File: src/rtl/debug_unit.sv
`timescale 1ns/1ps
// debug_unit: host-side debug controller for the MIPS pipeline.
// Decodes UART command bytes to load instruction memory, run or single-step
// the pipeline, and stream a 38-byte snapshot of the pipeline debug buses
// back to the UART transmitter.
// Optional build macro DU_LOAD_ACK_EN: when defined, every load (including
// an empty one) ends by transmitting an acknowledge byte 'K' (0x4B).
module debug_unit #(
    parameter int NB_DATA  = 32,
    parameter int NB_BYTE  = 8,
    parameter int NB_FRAME = 304
) (
    input  logic                clk,
    input  logic                i_reset,
    input  logic [NB_BYTE-1:0]  i_rx_data,
    input  logic                i_rx_valid,
    input  logic                i_tx_done,
    output logic [NB_BYTE-1:0]  o_tx_data,
    output logic                o_tx_start,
    input  logic                i_end,
    input  logic [15:0]         i_pc,
    input  logic [23:0]         i_control,
    input  logic [143:0]        i_id_ex,
    input  logic [31:0]         i_ex_mem,
    input  logic [47:0]         i_mem_wb,
    input  logic [39:0]         i_wb,
    output logic                o_we_if,
    output logic [NB_DATA-1:0]  o_inst_data,
    output logic [NB_DATA-1:0]  o_inst_addr,
    output logic                o_halt,
    output logic                o_busy
);

    localparam int FRAME_BYTES = NB_FRAME / NB_BYTE;

    localparam logic [NB_BYTE-1:0] CMD_LOAD = NB_BYTE'(8'h4C);
    localparam logic [NB_BYTE-1:0] CMD_CONT = NB_BYTE'(8'h43);
    localparam logic [NB_BYTE-1:0] CMD_STEP = NB_BYTE'(8'h53);
    localparam logic [NB_BYTE-1:0] CMD_DUMP = NB_BYTE'(8'h44);
`ifdef DU_LOAD_ACK_EN
    localparam logic [NB_BYTE-1:0] ACK_BYTE = NB_BYTE'(8'h4B);
`endif

    typedef enum logic [3:0] {
        IDLE,
        LOAD_CNT,
        LOAD_BYTE,
        LOAD_WR,
        RUN,
        STEP,
        SNAP,
        TX_SEND,
        TX_WAIT
`ifdef DU_LOAD_ACK_EN
        ,
        ACK
`endif
    } state_t;

    state_t                 state;
    logic [NB_BYTE-1:0]     word_cnt;
    logic [NB_BYTE-1:0]     word_idx;
    logic [1:0]             byte_cnt;
    logic [5:0]             tx_cnt;
    logic [NB_FRAME-1:0]    frame;

    logic                   halt;
    logic                   we_if;
    logic [NB_DATA-1:0]     inst_data;
    logic [NB_DATA-1:0]     inst_addr;
    logic                   tx_start;
    logic [NB_BYTE-1:0]     tx_data;

    // Command FSM: all outputs are registered and updated together with the state.
    always_ff @(posedge clk) begin
        if (!i_reset) begin
            state     <= IDLE;
            word_cnt  <= '0;
            word_idx  <= '0;
            byte_cnt  <= '0;
            tx_cnt    <= '0;
            frame     <= '0;
            halt      <= 1'b1;
            we_if     <= 1'b0;
            inst_data <= '0;
            inst_addr <= '0;
            tx_start  <= 1'b0;
            tx_data   <= '0;
        end else begin
            we_if    <= 1'b0;
            tx_start <= 1'b0;

            case (state)
                IDLE: begin
                    halt <= 1'b1;
                    if (i_rx_valid) begin
                        case (i_rx_data)
                            CMD_LOAD: state <= LOAD_CNT;
                            // Halt release is decided on the entry edge so a finished
                            // program never sees a spurious run cycle.
                            CMD_CONT: begin
                                if (i_end) begin
                                    state <= SNAP;
                                end else begin
                                    halt  <= 1'b0;
                                    state <= RUN;
                                end
                            end
                            CMD_STEP: begin
                                if (i_end) begin
                                    state <= SNAP;
                                end else begin
                                    halt  <= 1'b0;
                                    state <= STEP;
                                end
                            end
                            CMD_DUMP: state <= SNAP;
                            default:  state <= IDLE;
                        endcase
                    end
                end

                LOAD_CNT: begin
                    halt <= 1'b1;
                    if (i_rx_valid) begin
                        word_cnt <= i_rx_data;
                        word_idx <= '0;
                        byte_cnt <= '0;
                        if (i_rx_data == '0) begin
`ifdef DU_LOAD_ACK_EN
                            tx_data  <= ACK_BYTE;
                            tx_start <= 1'b1;
                            state    <= ACK;
`else
                            state    <= IDLE;
`endif
                        end else begin
                            state <= LOAD_BYTE;
                        end
                    end
                end

                LOAD_BYTE: begin
                    halt <= 1'b1;
                    if (i_rx_valid) begin
                        inst_data <= {inst_data[NB_DATA-NB_BYTE-1:0], i_rx_data};
                        byte_cnt  <= byte_cnt + 2'd1;
                        if (byte_cnt == 2'd3) begin
                            we_if     <= 1'b1;
                            inst_addr <= {{(NB_DATA-NB_BYTE-2){1'b0}}, word_idx, 2'b00};
                            state     <= LOAD_WR;
                        end
                    end
                end

                LOAD_WR: begin
                    halt     <= 1'b1;
                    word_idx <= word_idx + NB_BYTE'(1);
                    if (word_idx == word_cnt - NB_BYTE'(1)) begin
`ifdef DU_LOAD_ACK_EN
                        tx_data  <= ACK_BYTE;
                        tx_start <= 1'b1;
                        state    <= ACK;
`else
                        state    <= IDLE;
`endif
                    end else begin
                        state <= LOAD_BYTE;
                    end
                end

                RUN: begin
                    if (i_end) begin
                        halt  <= 1'b1;
                        state <= SNAP;
                    end else begin
                        halt <= 1'b0;
                    end
                end

                STEP: begin
                    halt  <= 1'b1;
                    state <= SNAP;
                end

                SNAP: begin
                    halt   <= 1'b1;
                    frame  <= {i_pc, i_control, i_id_ex, i_ex_mem, i_mem_wb, i_wb};
                    tx_cnt <= '0;
                    state  <= TX_SEND;
                end

                // The shadow frame is shifted left after each byte, so the next byte
                // to send is always the top byte.
                TX_SEND: begin
                    halt     <= 1'b1;
                    tx_data  <= frame[NB_FRAME-1 -: NB_BYTE];
                    tx_start <= 1'b1;
                    state    <= TX_WAIT;
                end

                TX_WAIT: begin
                    halt <= 1'b1;
                    if (i_tx_done) begin
                        frame  <= frame << NB_BYTE;
                        tx_cnt <= tx_cnt + 6'd1;
                        if (tx_cnt == 6'(FRAME_BYTES - 1)) begin
                            state <= IDLE;
                        end else begin
                            state <= TX_SEND;
                        end
                    end
                end

`ifdef DU_LOAD_ACK_EN
                ACK: begin
                    halt <= 1'b1;
                    if (i_tx_done) begin
                        state <= IDLE;
                    end
                end
`endif

                default: begin
                    halt  <= 1'b1;
                    state <= IDLE;
                end
            endcase
        end
    end

    assign o_halt      = halt;
    assign o_we_if     = we_if;
    assign o_inst_data = inst_data;
    assign o_inst_addr = inst_addr;
    assign o_tx_start  = tx_start;
    assign o_tx_data   = tx_data;
    assign o_busy      = (state != IDLE);

endmodule
File: config.mk
export PLATFORM = sky130hd
export DESIGN_NAME = debug_unit
export DESIGN_NICKNAME = d
export VERILOG_FILES = /design/src/rtl/debug_unit.sv
export SDC_FILE = /design/constraint.sdc
export NUM_CORES = 1
export LEC_CHECK = 0
export ABC_CLOCK_PERIOD_IN_PS = 1600
export CAP_MARGIN = 20
export CORE_MARGIN = 10
export CORE_UTILIZATION = 50
export CTS_CLUSTER_DIAMETER = 100
export DETAILED_ROUTE_END_ITERATION = 8
export DONT_BUFFER_PORTS = 1
export GPL_TIMING_DRIVEN = 0
export PLACE_DENSITY_LB_ADDON = 0.25
export SETUP_SLACK_MARGIN = 0.15
export SLEW_MARGIN = 20
export SYNTH_ARGS = -nofsm -noshare
export SYNTH_HDL_FRONTEND = slang
export SYNTH_SLANG_ARGS = --single-unit
File: constraint.sdc
create_clock -name clk -period 1.6 [get_ports clk]
set_input_delay 0.24 -clock clk [delete_from_list [all_inputs] [get_ports clk]]
set_output_delay 0.24 -clock clk [all_outputs]
set_load 0.01 [all_outputs]
==> impl_metrics.py <==
metrics = {
    "worst_setup_path": {
        "arrival_ns": 2.33,
        "r2r_slack_ns": -0.33,
        "crit_type": "reg2reg",
        "critPathLaunch": "state[1]",
        "r2r_start": "state[1]",
        "critPathLaunchType": "register",
        "r2r_end": "frame[30]",
        "end_kind": "register",
        "required_ns": 2.00,
        "crit_fanout": 10,
        "reg2reg_depth": 10,
    },
    "die": {
        "rows": 66,
        "fp.dieArea_um2": 40830,
        "core_area_um2": 32620,
        "io_pins": 393,
        "die_w_um": 202.1,
        "start_util": 0.5082,
        "die_y_um": 202.1,
    },
    "sta": {
        "holdWs_ns": 0.03095,
        "maxSlewViolCount": 0,
        "hold_viol_final": 0,
        "final.period_utilization": 1.207,
        "tightestPinTransition_ns": 0.7631,
        "timing.final.ws_setup_ns": -0.3313,
        "finalSetupViolCount": 361,
        "max_freq_mhz": 517.8,
        "min_period_ns": 1.931,
        "clock_skew_ns": 0.009808,
        "slew_headroom": 0.4913,
        "rsz0062_at_grt": "yes",
    },
    "placement": {
        "port_buffers": 0,
        "place.gp.congestion": 0.8911,
        "hpwl_um": 39740,
        "dp_cells": 2584,
    },
    "grt": {
        "grt_overflow": 0,
        "grt_usage": 0.2844,
        "use_met1": 0.3391,
        "grt_pass1_wl_um": 95770,
        "antenna_found_initial": 9,
        "grtUsageMet3": 0.06301,
        "grt_use_met2": 0.4842,
        "grt_pass1_vias": 17550,
        "busiest_layer": "met2",
        "grt_max_degree": 14,
    },
    "synthesis": {
        "synth.distinct_cells": 51,
        "syn_avg_cell_area_um2": 7.823,
        "yosys_warnings": 0,
        "yosysTopAreaCell": "dfxtp_1",
        "synth_edf_count": 0,
        "async_reset_ff_frac": 0,
        "ys_seq_area_frac": 0.4626,
        "yosys_register_bits": 383,
        "netlist_area_um2": 16580,
        "ys_top_cells_by_area": "dfxtp_1, a311oi_1, nand2_1",
        "yosysTopAreaCellShare": 0.4626,
        "synthCells": 2119,
        "synth_flop_cell": "dfxtp_1",
    },
    "finish": {
        "fillCellCount": 2268,
        "nets": 2852,
        "fin_cells": 3008,
        "areaGrowthSynthToFinish_pct": 40.23,
        "drive_gt1_frac": 0.1346,
    },
    "detailed_routing": {
        "drc": 0,
        "drtPass1Iterations": 7,
        "drt_iter0_drc": 1437,
        "wl_per_cell_um": 21.26,
        "routed_wl_um": 63960,
        "viasPerCell": 5.895,
        "vias": 17730,
        "antenna_left": 0,
    },
    "outcome": {
        "outcome": "finished with violations",
        "violations": "negative setup slack",
    },
    "clocking": {
        "cts_buffers": 40,
        "clkTransAtPathRegs_ns": 0.06,
        "cts.sinks": 383,
        "htree_levels": 2,
        "clock_latency_ns": 0.52,
        "cts_tree": "built",
        "cts_root_buf": "clkbuf_16",
        "clockBufferDepth": 3,
    },
    "power": {
        "leakage_nw": 8.726,
        "peakVddDrop_mv": 0.8217,
        "power_density_nw_per_um2": 855.7,
    },
    "hold_path": {
        "hp-start": "i_rx_valid",
        "whs_endpoint": "o_we_if",
        "worstHoldPathType": "in2reg",
        "whs_path_depth": 2,
    },
    "job": {
        "drv_cap": 0,
    },
}
## critical path, stage by stage (launching register included)
cell and delay [ns]:
dfxtp_2 0.31, buf_6 0.12, nor4b_4 0.22, buf_4 0.17, nand2_4 0.05, nand2b_4 0.09, buf_12 0.15, buf_12 0.17
buf_8 0.14, nor2_1 0.07, a311oi_1 0.31
## sequential cells by signal, indices dropped and copies added, names as in the netlist
| register | flops |
|---|---|
| o_inst_data | 32 |
| word_idx | 8 |
| state | 4 |
| word_cnt | 8 |
| byte_cnt | 2 |
| o_tx_start | 1 |
| o_inst_addr | 8 |
| o_tx_data | 8 |
| o_we_if | 1 |
| tx_cnt | 6 |
| o_halt | 1 |
| frame | 304 |
## per-layer routing
metal | wire, um | vias to the layer above | part of all wire
li1 | - | 8134 | -
met1 | 24920 | 8327 | 0.39
met2 | 30510 | 1012 | 0.48
met3 | 5484 | 260 | 0.086
met4 | 3045 | 0 | 0.048
met5 | 0 | - | 0
## kinds of logic after synthesis
group,count (synthesis),share of synthesized area
simple gates,1087,0.2566
compound gates,384,0.1877
flops,383,0.4626
buf+inv,226,0.07035
mux,18,0.01094
xor+xnor,15,0.007926
fa+ha+maj,5,0.003774
other cells,1,0.0002262
## how the worst max path moves through the flow
stage,end
3_3_place_gp,frame[182]
3_5_place_dp,frame[160]
5_1_grt,frame[35]
4_1_cts,state[1]
2_1_floorplan,state[1]
6_report,frame[30]
## what timing repair did
action | CTS | global route
gates resized for setup | 118 | 123
pin swaps | 13 | 34
hold endpoints to repair | 330 | 0
hold buffers | 316 | 0
cloned | 3 | 6
buffers inserted | 12 | 9
endpoints found under the setup margin | 384 | 383
## Yosys cell counts, types with 2 or more instances
library cell  count
nand2_1         687
nor2_1          343
nor3b_1           3
a31oi_1           2
or4_1             2
xnor2_1           7
inv_1             5
o21a_1            2
nor3_1            5
a32o_1            3
inv_2             2
a21oi_1          55
nand2b_1          5
and3_1            4
nand4_1           6
a311oi_1        297
and2_1            2
mux2i_1          17
a22oi_1           8
o21ai_0           6
clkbuf_1         67
a211oi_1          2
or3_1             2
nor4_1            4
a21o_1            2
o22ai_1           2
buf_4            49
buf_2           101
dfxtp_1         383
ha_1              5
nand3_1          11
xor2_1            8
nand3b_1          3
nor2b_1           2
## stage by stage
| step | TNS, ns | setup slack, ns | total power, mW | util | instance area, um^2 |
|---|---|---|---|---|---|
| 4_1_cts | -60.78 | -0.2932 | 19.79 | 0.6888 | 22470 |
| 5_1_grt | -87.29 | -0.3900 | 20.36 | 0.7124 | 23240 |
| 2_1_floorplan | -0.8935 | -0.1629 | 10.21 | - | 16970 |
| 3_5_place_dp | -164.31 | -0.6216 | 10.38 | 0.5372 | 17520 |
| 6_report | -55.44 | -0.3313 | 19.89 | 0.7126 | 23240 |
| 3_3_place_gp | -155.25 | -0.5841 | 10.37 | 0.5372 | 17520 |
## where the power goes
group	internal (mW)	leakage, nW	switching (mW)	total [mW]
Combinational	0.709	5.02	0.684	1.39
Clock	5.13	0.621	3.80	8.94
Sequential	9.55	3.09	0.0145	9.56
## placed cells by master, fill, tap and decap left out, types with 11 or more instances in the layout
cell	Yosys	layout
dlygate4sd3_1	0	316
a21oi_1	55	55
clkbuf_16	0	49
dfxtp_1	383	377
buf_8	0	29
a311oi_1	297	257
clkbuf_2	0	13
clkbuf_1	67	54
nand2_1	687	684
a311oi_2	0	39
buf_4	49	92
buf_6	1	36
nor2_1	343	328
clkbuf_8	0	11
mux2i_1	17	16
conb_1	1	24
diode_2	0	11
## final cells by class
class / instances / area, um^2 / share of cell area
clock inverters: 9 / 45.04 / 0.001938
clock buffers: 58 / 1190 / 0.05119
plain buffers: 219 / 1888 / 0.08123
multi-input cells: 1533 / 8289 / 0.3566
inverters: 7 / 26.28 / 0.001130
flip-flops and latches: 383 / 7675 / 0.3302
repair buffers: 346 / 3551 / 0.1528
diodes: 11 / 27.53 / 0.001184
well taps: 442 / 553.0 / 0.02379
Power figures use the tool's default switching activity.
